**config.mk**
```make
export PLATFORM = sky130hd
export DESIGN_NAME = game_round_ctrl
export DESIGN_NICKNAME = d
export VERILOG_FILES = /design/src/rtl/game_round_ctrl.sv
export SDC_FILE = /design/constraint.sdc
export NUM_CORES = 1
export LEC_CHECK = 0
export ABC_AREA = 1
export ABC_CLOCK_PERIOD_IN_PS = 3400
export BUFFER_PORTS_ARGS = -buffer_cell sky130_fd_sc_hd__buf_2
export CAP_MARGIN = 20
export CORE_AREA = 2 2 81 83
export DETAILED_ROUTE_END_ITERATION = 6
export DIE_AREA = 0 0 83 85
export PLACE_DENSITY = 0.88
export SYNTH_ARGS = -nofsm -noshare
export SYNTH_HDL_FRONTEND = slang
export SYNTH_SLANG_ARGS = --single-unit
export TNS_END_PERCENT = 1
```
**constraint.sdc**
```tcl
create_clock -name clk -period 3.4 [get_ports clk]
set_clock_uncertainty 0.15 [all_clocks]
set_input_delay 0.68 -clock clk [delete_from_list [all_inputs] [get_ports clk]]
set_output_delay 0.68 -clock clk [all_outputs]
set_load 0.02 [all_outputs]
```
**src/rtl/game_round_ctrl.sv**
```systemverilog
// Round sequencer: fetches a challenge, times its display by difficulty, then checks keyed digits.
// Optional input timeout is enabled by defining ROUND_TIMEOUT_EN.
module game_round_ctrl #(
  parameter int DIGITS   = 4,
  parameter int T_EASY   = 7000000,
  parameter int T_MEDIUM = 5000000,
  parameter int T_HARD   = 3000000,
  parameter int T_INPUT  = 300000000
) (
  input  logic                         clk,
  input  logic                         rst,
  input  logic                         start,
  input  logic                         abort,
  input  logic [1:0]                   difficulty,
  output logic                         seq_req,
  input  logic                         seq_ack,
  input  logic [4*DIGITS-1:0]          seq_data,
  input  logic                         key_valid,
  input  logic [3:0]                   key_value,
  output logic                         show_number,
  output logic [4*DIGITS-1:0]          shown_sequence,
  output logic                         busy,
  output logic [$clog2(DIGITS+1)-1:0]  digit_idx,
  output logic                         round_pass,
  output logic                         round_fail,
  output logic [1:0]                   fail_cause
);

  // state  | meaning
  // IDLE   | waiting for start
  // FETCH  | seq_req high until the provider acks
  // SHOW   | challenge on screen, display timer running
  // INPUT  | comparing keyed digits, MSB nibble first
  // RESULT | one cycle carrying the pass/fail pulse

  localparam int IW = $clog2(DIGITS + 1);

  function automatic int max2(input int a, input int b);
    return (a > b) ? a : b;
  endfunction

  // One shared down-counter serves both the display and input windows.
  localparam int T_MAX = max2(max2(T_EASY, T_MEDIUM), max2(T_HARD, T_INPUT));
  localparam int TW    = $clog2(T_MAX + 1);

  typedef enum logic [2:0] {IDLE, FETCH, SHOW, INPUT, RESULT} state_t;

  state_t        state;
  logic [1:0]    level;
  logic [TW-1:0] timer;
  logic [3:0]    want_nibble;

  function automatic logic [TW-1:0] show_load(input logic [1:0] d);
    case (d)
      2'b00:   return TW'(T_EASY - 1);
      2'b01:   return TW'(T_MEDIUM - 1);
      default: return TW'(T_HARD - 1);
    endcase
  endfunction

  always_comb begin
    want_nibble = '0;
    for (int i = 0; i < DIGITS; i++)
      if (digit_idx == IW'(i)) want_nibble = shown_sequence[4*(DIGITS-i)-1 -: 4];
  end

  always_ff @(posedge clk or posedge rst) begin
    if (rst) begin
      state          <= IDLE;
      level          <= 2'b00;
      timer          <= '0;
      seq_req        <= 1'b0;
      show_number    <= 1'b0;
      shown_sequence <= '0;
      busy           <= 1'b0;
      digit_idx      <= '0;
      round_pass     <= 1'b0;
      round_fail     <= 1'b0;
      fail_cause     <= 2'b00;
    end else begin
      round_pass <= 1'b0;
      round_fail <= 1'b0;
      if (abort) begin
        state       <= IDLE;
        seq_req     <= 1'b0;
        show_number <= 1'b0;
        busy        <= 1'b0;
      end else begin
        case (state)
          IDLE: begin
            if (start) begin
              level      <= difficulty;
              digit_idx  <= '0;
              fail_cause <= 2'b00;
              seq_req    <= 1'b1;
              busy       <= 1'b1;
              state      <= FETCH;
            end
          end
          FETCH: begin
            if (seq_ack) begin
              shown_sequence <= seq_data;
              timer          <= show_load(level);
              seq_req        <= 1'b0;
              show_number    <= 1'b1;
              state          <= SHOW;
            end
          end
          SHOW: begin
            if (timer == '0) begin
              show_number <= 1'b0;
              state       <= INPUT;
`ifdef ROUND_TIMEOUT_EN
              timer       <= TW'(T_INPUT - 1);
`endif
            end else begin
              timer <= timer - TW'(1);
            end
          end
          INPUT: begin
            if (key_valid) begin
              if (key_value == want_nibble) begin
                digit_idx <= digit_idx + IW'(1);
`ifdef ROUND_TIMEOUT_EN
                timer     <= TW'(T_INPUT - 1);
`endif
                if (digit_idx == IW'(DIGITS - 1)) begin
                  round_pass <= 1'b1;
                  state      <= RESULT;
                end
              end else begin
                fail_cause <= 2'b01;
                round_fail <= 1'b1;
                state      <= RESULT;
              end
            end
`ifdef ROUND_TIMEOUT_EN
            else if (timer == '0) begin
              fail_cause <= 2'b10;
              round_fail <= 1'b1;
              state      <= RESULT;
            end else begin
              timer <= timer - TW'(1);
            end
`endif
          end
          RESULT: begin
            busy  <= 1'b0;
            state <= IDLE;
          end
          default: state <= IDLE;
        endcase
      end
    end
  end

endmodule

```
==> implementation parameters <==
Parameter                              Value

Clocking
  CTS Buffer Depth ... 2
  Number of cells upsized or downsized after cts ... 0
  CTS sink count ... 59
  Number of H-tree branching levels ... 3
  Setup Buffers After CTS ... 0
  CTS Hold Buffers Added ... 0
  Clock tree from TritonCTS ... done
  CTS clk-pin slew, worst paths ... about 0.070 ns
  Clock tree root driver cell ... sky130_fd_sc_hd__clkbuf_8
  Number of buffers inserted during clock tree synthesis ... 9
  Worst-Skew Late Latency ... roughly 0.34 ns

Setup path
  Sequence of cells on the critical path ... inv_1 -> ha_1 -> nor2_1 -> nand3_1 -> nand3_1 -> nand2_1 -> nand2_1 -> nand2_1 -> nand2_1 -> nand2_1 -> inv_1 -> nand2_1 -> nand2_1 -> nand2_1 -> nand2_1 -> o21ai_0
  Cell with the largest stage delay on the worst path ... sky130_fd_sc_hd__dfrtp_1
  Endpoint of the worst-slack reg-to-reg timing path ... digit_idx[2]
  Worst Setup End Kind ... register
  Dominant cell type by count on the critical path ... sky130_fd_sc_hd__nand2_1
  Required arrival time at the worst endpoint ... 3.47 ns
  Worst Path Buf+Inv ... 2
  Worst Setup Path Type ... reg2reg
  Worst R2R Setup Slack ... a little under 1 ns
  Reg2reg path depth ... 16
  CP max FO ... 6
  Maximum single-stage delay on the critical path ... roughly 0.43 ns
  Sort of element at the start of the critical path ... register
  Worst path top cell family by delay ... simple AND/OR/NAND/NOR gates
  R2R Path Start ... digit_idx[1]
  Data arrival time of the critical path ... 2.48 ns

Timing
  Max Fclk ... just over 0.4 GHz
  Number of hold violations in the final report ... 0
  Post-layout minimum cycle time ... 2.41 ns
  Max Transition Viols Final ... 0
  Setup repair after global routing missed its margin ... false
  Transition time at the pin with the least slew margin ... between 0.6 and 0.7 ns
  Relative slew slack ... about 57%
  Final Cycle Share ... a little under three quarters
  Final setup viols ... 0
  Fin worst setup slack ... about 1 ns
  Total negative slack ... 0 ns
  Worst hold-check slack ... 0.201 ns

Synth
  Yosys warnings ... 0
  Count of state elements after synthesis ... between 50 and 60
  Top cells by area in the synthesized netlist ... sky130_fd_sc_hd__dfrtp_1 41%, sky130_fd_sc_hd__nand2_1 15%, sky130_fd_sc_hd__nor2_1 6.5%
  Cell taking the most area after synthesis ... sky130_fd_sc_hd__dfrtp_1
  Synth Cell Area ... roughly 3600 um2
  Number of unique standard cell types used by synthesis ... 40
  Number of nets produced by synthesis ... 524
  Portion of synthesized cell area occupied by the leading cell type ... between 40% and 50%
  Syn_area_per_cell ... 7.28 um2
  Post-synthesis sequential area ratio ... 41.5%
  Cell count after synthesis ... roughly 490

Cells and area
  Post-Layout Cell Count ... about 630
  Top library cells by usage in the layout, fill and taps aside ... 144 x sky130_fd_sc_hd__nand2_1, 62 x sky130_fd_sc_hd__nor2_1, 59 x sky130_fd_sc_hd__dfrtp_1
  Total of fill cells in the finished design ... 483
  Signed area change from the synthesized netlist to the final layout ... 14.9%
  # diodes ... 0
  Commonest non-fill, non-tap cell in the layout ... sky130_fd_sc_hd__nand2_1
  Fraction of layout instances using a drive strength above 1 ... 17.3%
  Post-route cell area ... slightly above 4000 um2
  Final core utilization ... 65.9%
  Number of nets in the layout ... slightly below 600

Pwr
  Worst-case vdd ir drop ... 0.539 mV
  Clock group share of total power ... around 24%
  Cell Int Power ... 1.84 mW
  Combinational group share of total power ... about two fifths
  Portion of total power attributed to sequential cells ... approximately a third
  Power, Total ... 3.22 mW
  Static leakage ... about 2.1 nW
  Sw Share ... between 40% and 50%
  Total power per unit cell area ... ~790 nW/um2
  Net switching component of the power ... about 1.4 mW

Drt
  Vias/cell ... about 5.5
  DRC violation count after routing ... 0
  Total length of routed met3 wires ... between 500 and 600 um
  Post-DR wirelength/cell ... 13.6 um
  Starting DRC count in detailed routing ... roughly 270
  Met1 Wirelength ... approximately 3500 um
  Routed vias ... about 3400
  WL final ... approximately 8500 um
  Routed length on met2 ... 4190 um
  Antenna-violating nets left ... 0
  1st-pass router iterations ... 5
  Max layer used ... met4

Placement
  Worst slack after detailed placement ... ~1.1 ns
  Final HPWL DP ... a little under 6000 um
  Count of placed standard cells including taps ... roughly 610
  Cell Area, Placed ... 3850 um2
  Buffers on Ports ... between 50 and 60
  Final weighted congestion in routability-driven placement ... around 0.9

Min path
  Type of the worst min-delay path ... in2async

Run status
  Outcome ... completed

Floorplan
  Effective utilization at floorplan ... a little under three fifths
  Vert. Die Dim ... about 85 um
  I/O pin total ... 54
  Die outline width ... a little over 80 um
  Number of placement rows ... 29
  Core area ... a little over 6000 um2
  Area of the die ... a little over 7000 um2

Global route
  Pin count of the biggest net entering global routing ... 38
  Number of global-route vias before repair ... roughly 3200
  First-pass GRT wire length ... 14200 um
  Total GRT Usage ... around a quarter
  Initial antenna violation count ... 0
  Global route total overflow ... 0

Job
  Count of maximum capacitance violations ... 0
==> worst max path at each step <==
| stage | start | end | slack, ns | cells after the start |
|---|---|---|---|---|
| floorplan | rst | busy | 1.11 | 1 |
| global placement | digit_idx[1] | digit_idx[1] | 1.27 | 14 |
| detailed placement | digit_idx[0] | digit_idx[2] | 1.06 | 16 |
| CTS | digit_idx[1] | digit_idx[2] | 1.04 | 16 |
| global route | digit_idx[0] | digit_idx[2] | 0.77 | 15 |
| finish | digit_idx[1] | digit_idx[2] | 0.99 | 16 |
==> registers in the layout, indices dropped and copies added (netlist names) <==
register / cells
busy: 1
digit_idx: 3
fail_cause: 1
level: 2
round_fail: 1
round_pass: 1
seq_req: 1
show_number: 1
shown_sequence: 16
state: 3
timer: 29
==> cells in the mapped netlist (all sizes together) <==
library cell / count
nor3: 7
o2bb2ai: 1
o21bai: 1
o211ai: 1
nand3: 38
mux2: 1
nand4: 7
conb: 1
clkbuf: 2
dfrtp: 59
and3: 1
a211oi: 1
nand3b: 4
nor2: 68
buf: 10
a21oi: 10
o31ai: 7
nor3b: 1
xor2: 9
nand2: 149
inv: 61
a31oi: 6
xnor2: 1
a22oi: 3
or2: 3
ha: 7
o21ai: 30
==> layout make-up <==
class	instances	area, um2	share of cell area, %
Multi-Input combinational cell	357	1760	43.0
Tap cell	77	96.3	2.35
Timing Repair Buffer	55	283	6.91
Clock inverter	5	100	2.45
Clock buffer	11	141	3.46
Sequential cell	59	1480	36.1
Inverter	61	234	5.72
==> layer usage <==
layer | up-vias | global-route usage, %
met5 | - | 0
met4 | 0 | 13.1
met3 | 29 | 6.23
met2 | 136 | 42.4
met1 | 1578 | 29.4
li1 | 1667 | -
==> worst reg2reg max path: stages (launching register included) <==
cell                      delay, ns
sky130_fd_sc_hd__dfrtp_1       0.43
sky130_fd_sc_hd__inv_1         0.10
sky130_fd_sc_hd__ha_1          0.23
sky130_fd_sc_hd__nor2_1        0.24
sky130_fd_sc_hd__nand3_1       0.14
sky130_fd_sc_hd__nand3_1       0.10
sky130_fd_sc_hd__nand2_1       0.08
sky130_fd_sc_hd__nand2_1       0.09
sky130_fd_sc_hd__nand2_1       0.06
sky130_fd_sc_hd__nand2_1       0.05
sky130_fd_sc_hd__nand2_1       0.05
sky130_fd_sc_hd__inv_1         0.06
sky130_fd_sc_hd__nand2_1       0.09
sky130_fd_sc_hd__nand2_1       0.09
sky130_fd_sc_hd__nand2_1       0.14
sky130_fd_sc_hd__nand2_1       0.11
sky130_fd_sc_hd__o21ai_0       0.09
==> power by group through the flow <==
stage,Sequential [mW],Clock (mW),Combinational [mW]
floorplan,1.22,0,0.877
global placement,1.12,0,1.25
detailed placement,1.12,0,1.30
CTS,1.12,0.792,1.31
global route,1.15,0.821,1.47
finish,1.12,0.784,1.31
==> cell families (layout without fill, tap and decap cells) <==
kind of cell,count (synthesis),count (layout),synth area share (%)
buffers and inverters,73,132,9.10
xor gates and xnor gates,10,10,2.46
AOI/OAI and AO/OA,60,60,9.66
and+or+nand+nor,278,278,34.4
adders and majority gates,7,7,2.46
other,1,1,0.105
muxes,1,1,0.316
DFF,59,59,41.5
No activity file was read; power rests on OpenSTA's default activity.
